===== config.mk =====
export PLATFORM = sky130hd
export DESIGN_NAME = multicycle_control_unit
export DESIGN_NICKNAME = d
export VERILOG_FILES = /design/src/rtl/cpu_types_pkg.sv /design/src/rtl/multicycle_control_unit_decode.sv /design/src/rtl/multicycle_control_unit.sv
export SDC_FILE = /design/constraint.sdc
export NUM_CORES = 1
export LEC_CHECK = 0
export CAP_MARGIN = 20
export CORE_MARGIN = 10
export CORE_UTILIZATION = 30
export CTS_CLUSTER_DIAMETER = 100
export CTS_CLUSTER_SIZE = 8
export DETAILED_ROUTE_END_ITERATION = 8
export PLACE_DENSITY = 0.61
export RECOVER_POWER = 25
export SYNTH_ARGS = -nofsm -noshare
export SYNTH_HDL_FRONTEND = slang
export SYNTH_SLANG_ARGS = --single-unit

===== constraint.sdc =====
create_clock -name CLK -period 6.8 [get_ports CLK]
set_input_delay 1.36 -clock CLK [delete_from_list [all_inputs] [get_ports CLK]]
set_output_delay 1.36 -clock CLK [all_outputs]
set_load 0.01 [all_outputs]

===== src/rtl/cpu_types_pkg.sv =====
// Shared MIPS control types: opcodes, functs, ALU operations, multicycle FSM
// states, datapath select encodings and the per-state control word.
package cpu_types_pkg;

  typedef enum logic [5:0] {
    OP_RTYPE = 6'h00, OP_J     = 6'h02, OP_JAL   = 6'h03, OP_BEQ  = 6'h04,
    OP_BNE   = 6'h05, OP_ADDI  = 6'h08, OP_ADDIU = 6'h09, OP_SLTI = 6'h0A,
    OP_SLTIU = 6'h0B, OP_ANDI  = 6'h0C, OP_ORI   = 6'h0D, OP_XORI = 6'h0E,
    OP_LUI   = 6'h0F, OP_LW    = 6'h23, OP_SW    = 6'h2B, OP_HALT = 6'h3E
  } opcode_t;

  typedef enum logic [5:0] {
    FN_SLL  = 6'h00, FN_SRL  = 6'h02, FN_JR  = 6'h08, FN_ADD = 6'h20,
    FN_ADDU = 6'h21, FN_SUB  = 6'h22, FN_SUBU = 6'h23, FN_AND = 6'h24,
    FN_OR   = 6'h25, FN_XOR  = 6'h26, FN_NOR = 6'h27, FN_SLT = 6'h2A,
    FN_SLTU = 6'h2B
  } funct_t;

  typedef enum logic [3:0] {
    ALU_SLL, ALU_SRL, ALU_ADD, ALU_SUB, ALU_AND,
    ALU_OR, ALU_XOR, ALU_NOR, ALU_SLT, ALU_SLTU
  } aluop_t;

  typedef enum logic [3:0] {
    FETCH, DECODE, EXEC_R, EXEC_I, MEM_ADDR, MEM_RD, MEM_WR, WB_R,
    WB_I, WB_MEM, BRANCH, JUMP, JAL, JR, HALT
  } state_t;

  localparam logic [1:0] PCSRC_ALU      = 2'd0;
  localparam logic [1:0] PCSRC_ALUOUT   = 2'd1;
  localparam logic [1:0] PCSRC_JUMP     = 2'd2;
  localparam logic [1:0] PCSRC_RS       = 2'd3;
  localparam logic [1:0] REGDST_RT      = 2'd0;
  localparam logic [1:0] REGDST_RD      = 2'd1;
  localparam logic [1:0] REGDST_RA      = 2'd2;
  localparam logic [1:0] MEMTOREG_ALU   = 2'd0;
  localparam logic [1:0] MEMTOREG_MDR   = 2'd1;
  localparam logic [1:0] MEMTOREG_PC    = 2'd2;
  localparam logic [1:0] SRCB_RT        = 2'd0;
  localparam logic [1:0] SRCB_FOUR      = 2'd1;
  localparam logic [1:0] SRCB_IMM       = 2'd2;
  localparam logic [1:0] SRCB_IMM_SH2   = 2'd3;
  localparam logic [1:0] EXT_ZERO       = 2'd0;
  localparam logic [1:0] EXT_SIGN       = 2'd1;
  localparam logic [1:0] EXT_LUI        = 2'd2;

  typedef struct packed {
    logic       iren;
    logic       dren;
    logic       dwen;
    logic       irwrite;
    logic       pcwrite;
    logic       regwrite;
    logic [1:0] regdst;
    logic [1:0] memtoreg;
    logic       alusrca;
    logic [1:0] alusrcb;
    logic [1:0] extop;
    logic       shamt_sel;
    logic [1:0] pcsrc;
    aluop_t     aluop;
  } ctrl_t;

  // Control word presented while the FSM sits in state s. FETCH's irwrite
  // marks the fetch window; the top gates the real IR/PC writes with ihit.
  function automatic ctrl_t ctrl_for(input state_t s, input aluop_t ex_aluop,
                                     input logic [1:0] ex_extop, input logic ex_shamt);
    ctrl_t c;
    c = '0;
    c.aluop = ALU_SLL;
    case (s)
      FETCH: begin
        c.iren = 1'b1; c.irwrite = 1'b1;
        c.alusrcb = SRCB_FOUR; c.aluop = ALU_ADD; c.pcsrc = PCSRC_ALU;
      end
      DECODE: begin
        c.alusrcb = SRCB_IMM_SH2; c.extop = EXT_SIGN; c.aluop = ALU_ADD;
      end
      EXEC_R: begin
        c.alusrca = 1'b1; c.alusrcb = SRCB_RT;
        c.aluop = ex_aluop; c.shamt_sel = ex_shamt;
      end
      EXEC_I: begin
        c.alusrca = 1'b1; c.alusrcb = SRCB_IMM;
        c.aluop = ex_aluop; c.extop = ex_extop;
      end
      MEM_ADDR: begin
        c.alusrca = 1'b1; c.alusrcb = SRCB_IMM; c.extop = EXT_SIGN; c.aluop = ALU_ADD;
      end
      MEM_RD: c.dren = 1'b1;
      MEM_WR: c.dwen = 1'b1;
      WB_R:   begin c.regwrite = 1'b1; c.regdst = REGDST_RD; c.memtoreg = MEMTOREG_ALU; end
      WB_I:   begin c.regwrite = 1'b1; c.regdst = REGDST_RT; c.memtoreg = MEMTOREG_ALU; end
      WB_MEM: begin c.regwrite = 1'b1; c.regdst = REGDST_RT; c.memtoreg = MEMTOREG_MDR; end
      BRANCH: begin
        c.alusrca = 1'b1; c.alusrcb = SRCB_RT; c.aluop = ALU_SUB; c.pcsrc = PCSRC_ALUOUT;
      end
      JUMP: begin c.pcwrite = 1'b1; c.pcsrc = PCSRC_JUMP; end
      JAL: begin
        c.pcwrite = 1'b1; c.pcsrc = PCSRC_JUMP;
        c.regwrite = 1'b1; c.regdst = REGDST_RA; c.memtoreg = MEMTOREG_PC;
      end
      JR: begin c.pcwrite = 1'b1; c.pcsrc = PCSRC_RS; end
      default: ;
    endcase
    return c;
  endfunction

endpackage


===== src/rtl/multicycle_control_unit_decode.sv =====
// Combinational instruction decoder: opcode/funct to the execute-phase
// state, ALU operation, immediate extension and trap eligibility.
module mcu_decode
  import cpu_types_pkg::*;
(
  input  logic [5:0] op_i,
  input  logic [5:0] funct_i,
  output state_t     next_o,
  output aluop_t     aluop_o,
  output logic [1:0] extop_o,
  output logic       shamt_o,
  output logic       trap_o,
  output logic       illegal_o
);

  always_comb begin
    next_o    = FETCH;
    aluop_o   = ALU_ADD;
    extop_o   = EXT_SIGN;
    shamt_o   = 1'b0;
    trap_o    = 1'b0;
    illegal_o = 1'b0;
    case (opcode_t'(op_i))
      OP_RTYPE: begin
        next_o = EXEC_R;
        case (funct_t'(funct_i))
          FN_SLL:  begin aluop_o = ALU_SLL; shamt_o = 1'b1; end
          FN_SRL:  begin aluop_o = ALU_SRL; shamt_o = 1'b1; end
          FN_JR:   next_o = JR;
          FN_ADD:  begin aluop_o = ALU_ADD; trap_o = 1'b1; end
          FN_ADDU: aluop_o = ALU_ADD;
          FN_SUB:  begin aluop_o = ALU_SUB; trap_o = 1'b1; end
          FN_SUBU: aluop_o = ALU_SUB;
          FN_AND:  aluop_o = ALU_AND;
          FN_OR:   aluop_o = ALU_OR;
          FN_XOR:  aluop_o = ALU_XOR;
          FN_NOR:  aluop_o = ALU_NOR;
          FN_SLT:  aluop_o = ALU_SLT;
          FN_SLTU: aluop_o = ALU_SLTU;
          default: begin next_o = FETCH; illegal_o = 1'b1; end
        endcase
      end
      OP_J:     next_o = JUMP;
      OP_JAL:   next_o = JAL;
      OP_BEQ:   begin next_o = BRANCH; aluop_o = ALU_SUB; end
      OP_BNE:   begin next_o = BRANCH; aluop_o = ALU_SUB; end
      OP_ADDI:  begin next_o = EXEC_I; trap_o = 1'b1; end
      OP_ADDIU: next_o = EXEC_I;
      OP_SLTI:  begin next_o = EXEC_I; aluop_o = ALU_SLT; end
      OP_SLTIU: begin next_o = EXEC_I; aluop_o = ALU_SLTU; end
      OP_ANDI:  begin next_o = EXEC_I; aluop_o = ALU_AND; extop_o = EXT_ZERO; end
      OP_ORI:   begin next_o = EXEC_I; aluop_o = ALU_OR;  extop_o = EXT_ZERO; end
      OP_XORI:  begin next_o = EXEC_I; aluop_o = ALU_XOR; extop_o = EXT_ZERO; end
      OP_LUI:   begin next_o = EXEC_I; aluop_o = ALU_OR;  extop_o = EXT_LUI; end
      OP_LW:    next_o = MEM_ADDR;
      OP_SW:    next_o = MEM_ADDR;
      OP_HALT:  next_o = HALT;
      default:  illegal_o = 1'b1;
    endcase
  end

endmodule


===== src/rtl/multicycle_control_unit.sv =====
// Multicycle MIPS control FSM with registered control outputs, memory wait
// handshakes, optional wait timeout, overflow traps and a retire counter.
module multicycle_control_unit
  import cpu_types_pkg::*;
#(
  parameter bit          OVF_TRAP    = 1'b1,
  parameter int unsigned MEM_TIMEOUT = 0,
  parameter int unsigned TMO_W       = 8,
  parameter int unsigned CNT_W       = 32
) (
  input  logic             CLK,
  input  logic             RST,
  input  logic [31:0]      instr,
  input  logic             ihit,
  input  logic             dhit,
  input  logic             zero,
  input  logic             overf,
  output logic             iREN,
  output logic             dREN,
  output logic             dWEN,
  output logic             IRWrite,
  output logic             PCWrite,
  output logic             RegWrite,
  output logic [1:0]       RegDst,
  output logic [1:0]       MemtoReg,
  output logic             ALUSrcA,
  output logic [1:0]       ALUSrcB,
  output logic [1:0]       ExtOp,
  output logic             shamt_sel,
  output logic [1:0]       PCSrc,
  output aluop_t           ALUOP,
  output logic             halt,
  output logic             mem_err,
  output logic             illegal,
  output state_t           state_o,
  output logic [CNT_W-1:0] instr_count
);

  localparam bit             TMO_EN   = (MEM_TIMEOUT != 0);
  localparam logic [TMO_W-1:0] TMO_LAST = TMO_W'((MEM_TIMEOUT == 0) ? 0 : MEM_TIMEOUT - 1);

  state_t           state_q, state_d;
  ctrl_t            ctrl_q, ctrl_d;
  logic [5:0]       op_q, fn_q;
  logic [TMO_W-1:0] wait_q, wait_d;
  logic             halt_q, mem_err_q, illegal_q, illegal_d;
  logic [CNT_W-1:0] count_q;
  logic             waiting, hit, timeout, retire, trap, fetch_done, taken;
  logic             unused_instr_bits;

  state_t     dec_next;
  aluop_t     dec_aluop;
  logic [1:0] dec_extop;
  logic       dec_shamt, dec_trap, dec_illegal;

  assign unused_instr_bits = ^instr[25:6];

  mcu_decode u_decode (
    .op_i      (op_q),
    .funct_i   (fn_q),
    .next_o    (dec_next),
    .aluop_o   (dec_aluop),
    .extop_o   (dec_extop),
    .shamt_o   (dec_shamt),
    .trap_o    (dec_trap),
    .illegal_o (dec_illegal)
  );

  // The first FETCH cycle after reset has iREN low, so ihit only counts once the request is out.
  assign fetch_done = (state_q == FETCH) && ctrl_q.iren && ihit;
  assign waiting    = ((state_q == FETCH) && ctrl_q.iren) || (state_q == MEM_RD) || (state_q == MEM_WR);
  assign hit        = (state_q == FETCH) ? ihit : dhit;
  // Fires on the MEM_TIMEOUT-th consecutive waiting cycle without a hit.
  assign timeout    = TMO_EN && waiting && !hit && (wait_q == TMO_LAST);
  assign trap       = OVF_TRAP && overf && dec_trap;

  always_comb begin
    state_d   = state_q;
    retire    = 1'b0;
    illegal_d = 1'b0;
    case (state_q)
      FETCH:    if (fetch_done) state_d = DECODE; else if (timeout) state_d = HALT;
      DECODE:   begin state_d = dec_next; illegal_d = dec_illegal; end
      EXEC_R:   state_d = trap ? HALT : WB_R;
      EXEC_I:   state_d = trap ? HALT : WB_I;
      MEM_ADDR: state_d = (op_q == OP_LW) ? MEM_RD : MEM_WR;
      MEM_RD:   if (dhit) state_d = WB_MEM; else if (timeout) state_d = HALT;
      MEM_WR: begin
        if (dhit) begin
          state_d = FETCH;
          retire  = 1'b1;
        end else if (timeout) begin
          state_d = HALT;
        end
      end
      WB_R, WB_I, WB_MEM, BRANCH, JUMP, JAL, JR: begin
        state_d = FETCH;
        retire  = 1'b1;
      end
      HALT:     state_d = HALT;
      default:  state_d = FETCH;
    endcase
    wait_d = (waiting && (state_d == state_q)) ? wait_q + TMO_W'(1) : '0;
    ctrl_d = ctrl_for(state_d, dec_aluop, dec_extop, dec_shamt);
  end

  always_ff @(posedge CLK or posedge RST) begin
    if (RST) begin
      state_q   <= FETCH;
      ctrl_q    <= '0;
      op_q      <= '0;
      fn_q      <= '0;
      wait_q    <= '0;
      halt_q    <= 1'b0;
      mem_err_q <= 1'b0;
      illegal_q <= 1'b0;
      count_q   <= '0;
    end else begin
      state_q   <= state_d;
      ctrl_q    <= ctrl_d;
      wait_q    <= wait_d;
      halt_q    <= (state_d == HALT);
      illegal_q <= illegal_d;
      if (fetch_done) begin
        op_q <= instr[31:26];
        fn_q <= instr[5:0];
      end
      if (timeout) mem_err_q <= 1'b1;
      if (retire) count_q <= count_q + CNT_W'(1);
    end
  end

  assign taken = ((op_q == OP_BEQ) && zero) || ((op_q == OP_BNE) && !zero);

  assign iREN        = ctrl_q.iren;
  assign dREN        = ctrl_q.dren;
  assign dWEN        = ctrl_q.dwen;
  assign IRWrite     = ctrl_q.irwrite && ihit;
  assign PCWrite     = ctrl_q.pcwrite || (ctrl_q.irwrite && ihit) || ((state_q == BRANCH) && taken);
  assign RegWrite    = ctrl_q.regwrite;
  assign RegDst      = ctrl_q.regdst;
  assign MemtoReg    = ctrl_q.memtoreg;
  assign ALUSrcA     = ctrl_q.alusrca;
  assign ALUSrcB     = ctrl_q.alusrcb;
  assign ExtOp       = ctrl_q.extop;
  assign shamt_sel   = ctrl_q.shamt_sel;
  assign PCSrc       = ctrl_q.pcsrc;
  assign ALUOP       = ctrl_q.aluop;
  assign halt        = halt_q;
  assign mem_err     = mem_err_q;
  assign illegal     = illegal_q;
  assign state_o     = state_q;
  assign instr_count = count_q;

endmodule


==> flow_summary.yaml <==
min_path:
  holdPathStages: 1
  hold_path.class: "flip-flop to flip-flop"
  whs_endpoint: "instr_count[31]$_DFFE_PP0P_"
  min-delay-start: "instr_count[31]$_DFFE_PP0P_"
power:
  p_per_area_mw_per_mm2: 393
  p_leak_nw: 1.93
  vdd_drop_max_mv: 0.139
  totalPowerFinal_mw: 1.86
clock_tree:
  htreeDepth: 3
  cts_buffers: 9
  cts-root-buf: "clkbuf_16"
  clk_pin_slew_ns: 0.05
  cts_buffer_depth: 2
  cts.sinks: 70
  ctsHoldBuffers: 0
  cts_setup_buffers: 0
  cts_tree: "built"
  insertion_delay_ns: 0.33
  post_cts_resized: 0
route:
  first_pass_iters: 5
  drtIter0Drc: 262
  drc: 0
  dr_total_vias: 2820
  viasPerCell: 4.85
  wire_per_inst_um: 15.9
  routed_wl_um: 9230
  ant_nets: 0
synth:
  synthCells: 352
  yosysTopAreaCell: "dfrtp_1"
  seq_area_frac_synth_pct: 47.0
  yosys_warnings: 0
  synth_fp_nets: 391
  ys_ff_latch: 70
  avgSynthCellArea_sq_um: 10.6
  async_flop_share_pct: 100
  synth_top_cell_area_share_pct: 47.0
  synth_area_leaders: "dfrtp_1, xnor2_1, mux2_2"
  syn-cell-area_sq_mm: 0.00373
  synthFlopType: "dfrtp_1"
  synth.distinct_cells: 69
  synth-edff-count: 0
timing:
  rsz0062_at_grt: "false"
  fin_skew_ns: 0.0107
  min_period_over_period_pct: 63.5
  finalSetupViolCount: 0
  setup_tns_ns: 0
  slew_headroom_pct: 40.8
  period_needed_ns: 4.32
  finalMaxSlewViolations: 0
  fmax_ghz: 0.232
  finalHoldViolCount: 0
  worst_pin_slew_ns: 0.888
die:
  die_w_um: 131
  die-area_sq_mm: 0.0173
  core_sq_mm: 0.0121
  start_util_pct: 30.8
  die_h_um: 131
  core.rowCount: 40
  io_pins: 99
global_routing:
  grt_pass1_wl_um: 15100
  track_usage_pct: 10.5
  grt_pass1_vias: 2806
  antenna_found_initial: 0
  grt-ovfl-total: 0
  grt_max_degree: 71
final_layout:
  diodes: 0
  fillCellCount: 1211
  register_area_sq_mm: 0.00175
  drive_gt1_share_pct: 12.8
  num-nets-final: 449
  multi_input_area_sq_mm: 0.00167
  syn_to_final_growth_pct: 26.8
placement:
  gp_congestion: 0.867
  dp_hpwl_um: 6930
  portBuffers: 77
worst_setup_path:
  reg2reg_setup_slack_ns: 3.93
  required_ns: 5.44
  cp_max_fo: 1
  crit_arrival_ns: 2.96
  critical_path_class: "input pin to primary output"
  r2r-end: "ALUOP[0]$_DFF_PP0_"
  r2r.worst_path.cells: 8
  worst_r2r_startpoint: "op_q[0]$_DFFE_PP0P_"
  critical_path.endpoint_type: "primary output"
  cp-start-kind: "input pin"
flow_run:
  max_cap_viol_count: 0
status:
  status: "finished clean"
[layer usage]
layer / vias up / part of all wire [%] / global-route usage (%)
met5: - / 0 / 0
met4: 0 / 2.0 / 4.51
met3: 17 / 6.5 / 2.97
met2: 90 / 46 / 15.9
met1: 1367 / 45 / 13.7
li1: 1346 / - / -
[area by class of cell]
class	count	share of cell area (%)
inverters	12	0.953
clock buffers	12	5.00
well taps	168	4.45
multi-input cells	239	35.3
repair buffers	78	16.5
flip-flops and latches	70	37.1
clock inverters	2	0.741
[state kept, by name, indices dropped and copies added, names as in the netlist, 2 cells and up]
| register | count |
|---|---|
| instr_count | 32 |
| ExtOp | 2 |
| PCSrc | 2 |
| state_o | 4 |
| op_q | 6 |
| ALUOP | 4 |
| fn_q | 6 |
| ctrl_q | 2 |
| MemtoReg | 2 |
| ALUSrcB | 2 |
[cell usage after synthesis (all sizes together) (7+ instances only)]
master and instances:
nand3 20, nand2 25, nor2 27, buf 26, o21ai 8, a21oi 11
dfrtp 70, nand4 14, mux2 13, inv 12, nor3 15, nand2b 7
xnor2 26
[layout by cell type, fill, tap and decap left out, types with 2 or more instances in the layout]
cell type and count:
clkdlybuf4s50_1 75, dfrtp_1 70, xnor2_1 26, nor2_1 26, nand2_1 23, nand3_1 19
nand4_1 13, mux2_2 13, a21oi_1 11, nor3_1 10, clkbuf_16 9, inv_1 7
nand2b_1 7, and4_1 6, xor2_1 6, nor4_1 6, o21ai_0 6, and3_1 5
nor2b_1 4, inv_2 4, nor3_2 3, and2_1 3, o211ai_1 3, clkbuf_1 3
nand2_2 2, a32o_1 2, or4_1 2, nor3_4 2, a22oi_1 2, o22ai_1 2
a31oi_1 2, o311ai_1 2, dlygate4sd3_1 2
[per-stage QoR]
stage | worst slack [ns] | utilization [%] | cells | hold WS, ns | instance area [sq um]
floorplan | 3.50 | - | 352 | 0.507 | 3730
finish | 2.48 | 39.0 | 581 | 0.475 | 4730
detailed placement | 2.52 | 36.8 | 567 | 0.476 | 4460
global route | 2.43 | 39.0 | 581 | 0.516 | 4730
global placement | 2.51 | 36.8 | 567 | 0.461 | 4460
CTS | 2.52 | 39.1 | 581 | 0.484 | 4730
[worst max-delay path by stage]
stage | to | from
global placement | PCWrite | zero
global route | PCWrite | zero
CTS | PCWrite | zero
detailed placement | PCWrite | zero
finish | PCWrite | zero
floorplan | PCWrite | ihit
[power by group]
group / switching (mW) / leakage, nW / internal (mW)
clock network: 0.162 / 0.132 / 0.279
registers: 0.159 / 0.928 / 0.514
logic: 0.409 / 0.871 / 0.333
total: 0.730 / 1.93 / 1.13
[worst max-delay path, cell delays in order]
cell             delay (ns)
clkdlybuf4s50_1        0.41
xnor2_1                0.13
nor4_1                 0.34
or3_1                  0.17
clkdlybuf4s50_1        0.54
[logic make-up (layout without fill, tap and decap cells)]
logic type               count (synthesis)  after routing  synth area share (%)
flip-flops                              70             70                  47.0
multiplexers                            13             13                  3.93
adder cells (fa/ha/maj)                  1              1                 0.336
buffers and inverters                   43            104                  8.02
XOR/XNOR                                32             32                  7.52
AND/OR/NAND/NOR                        143            143                  22.0
AO/OA/AOI/OAI                           49             49                  11.1
other                                    1              1                 0.101
Note: power is estimated with default switching activity, not from simulation.
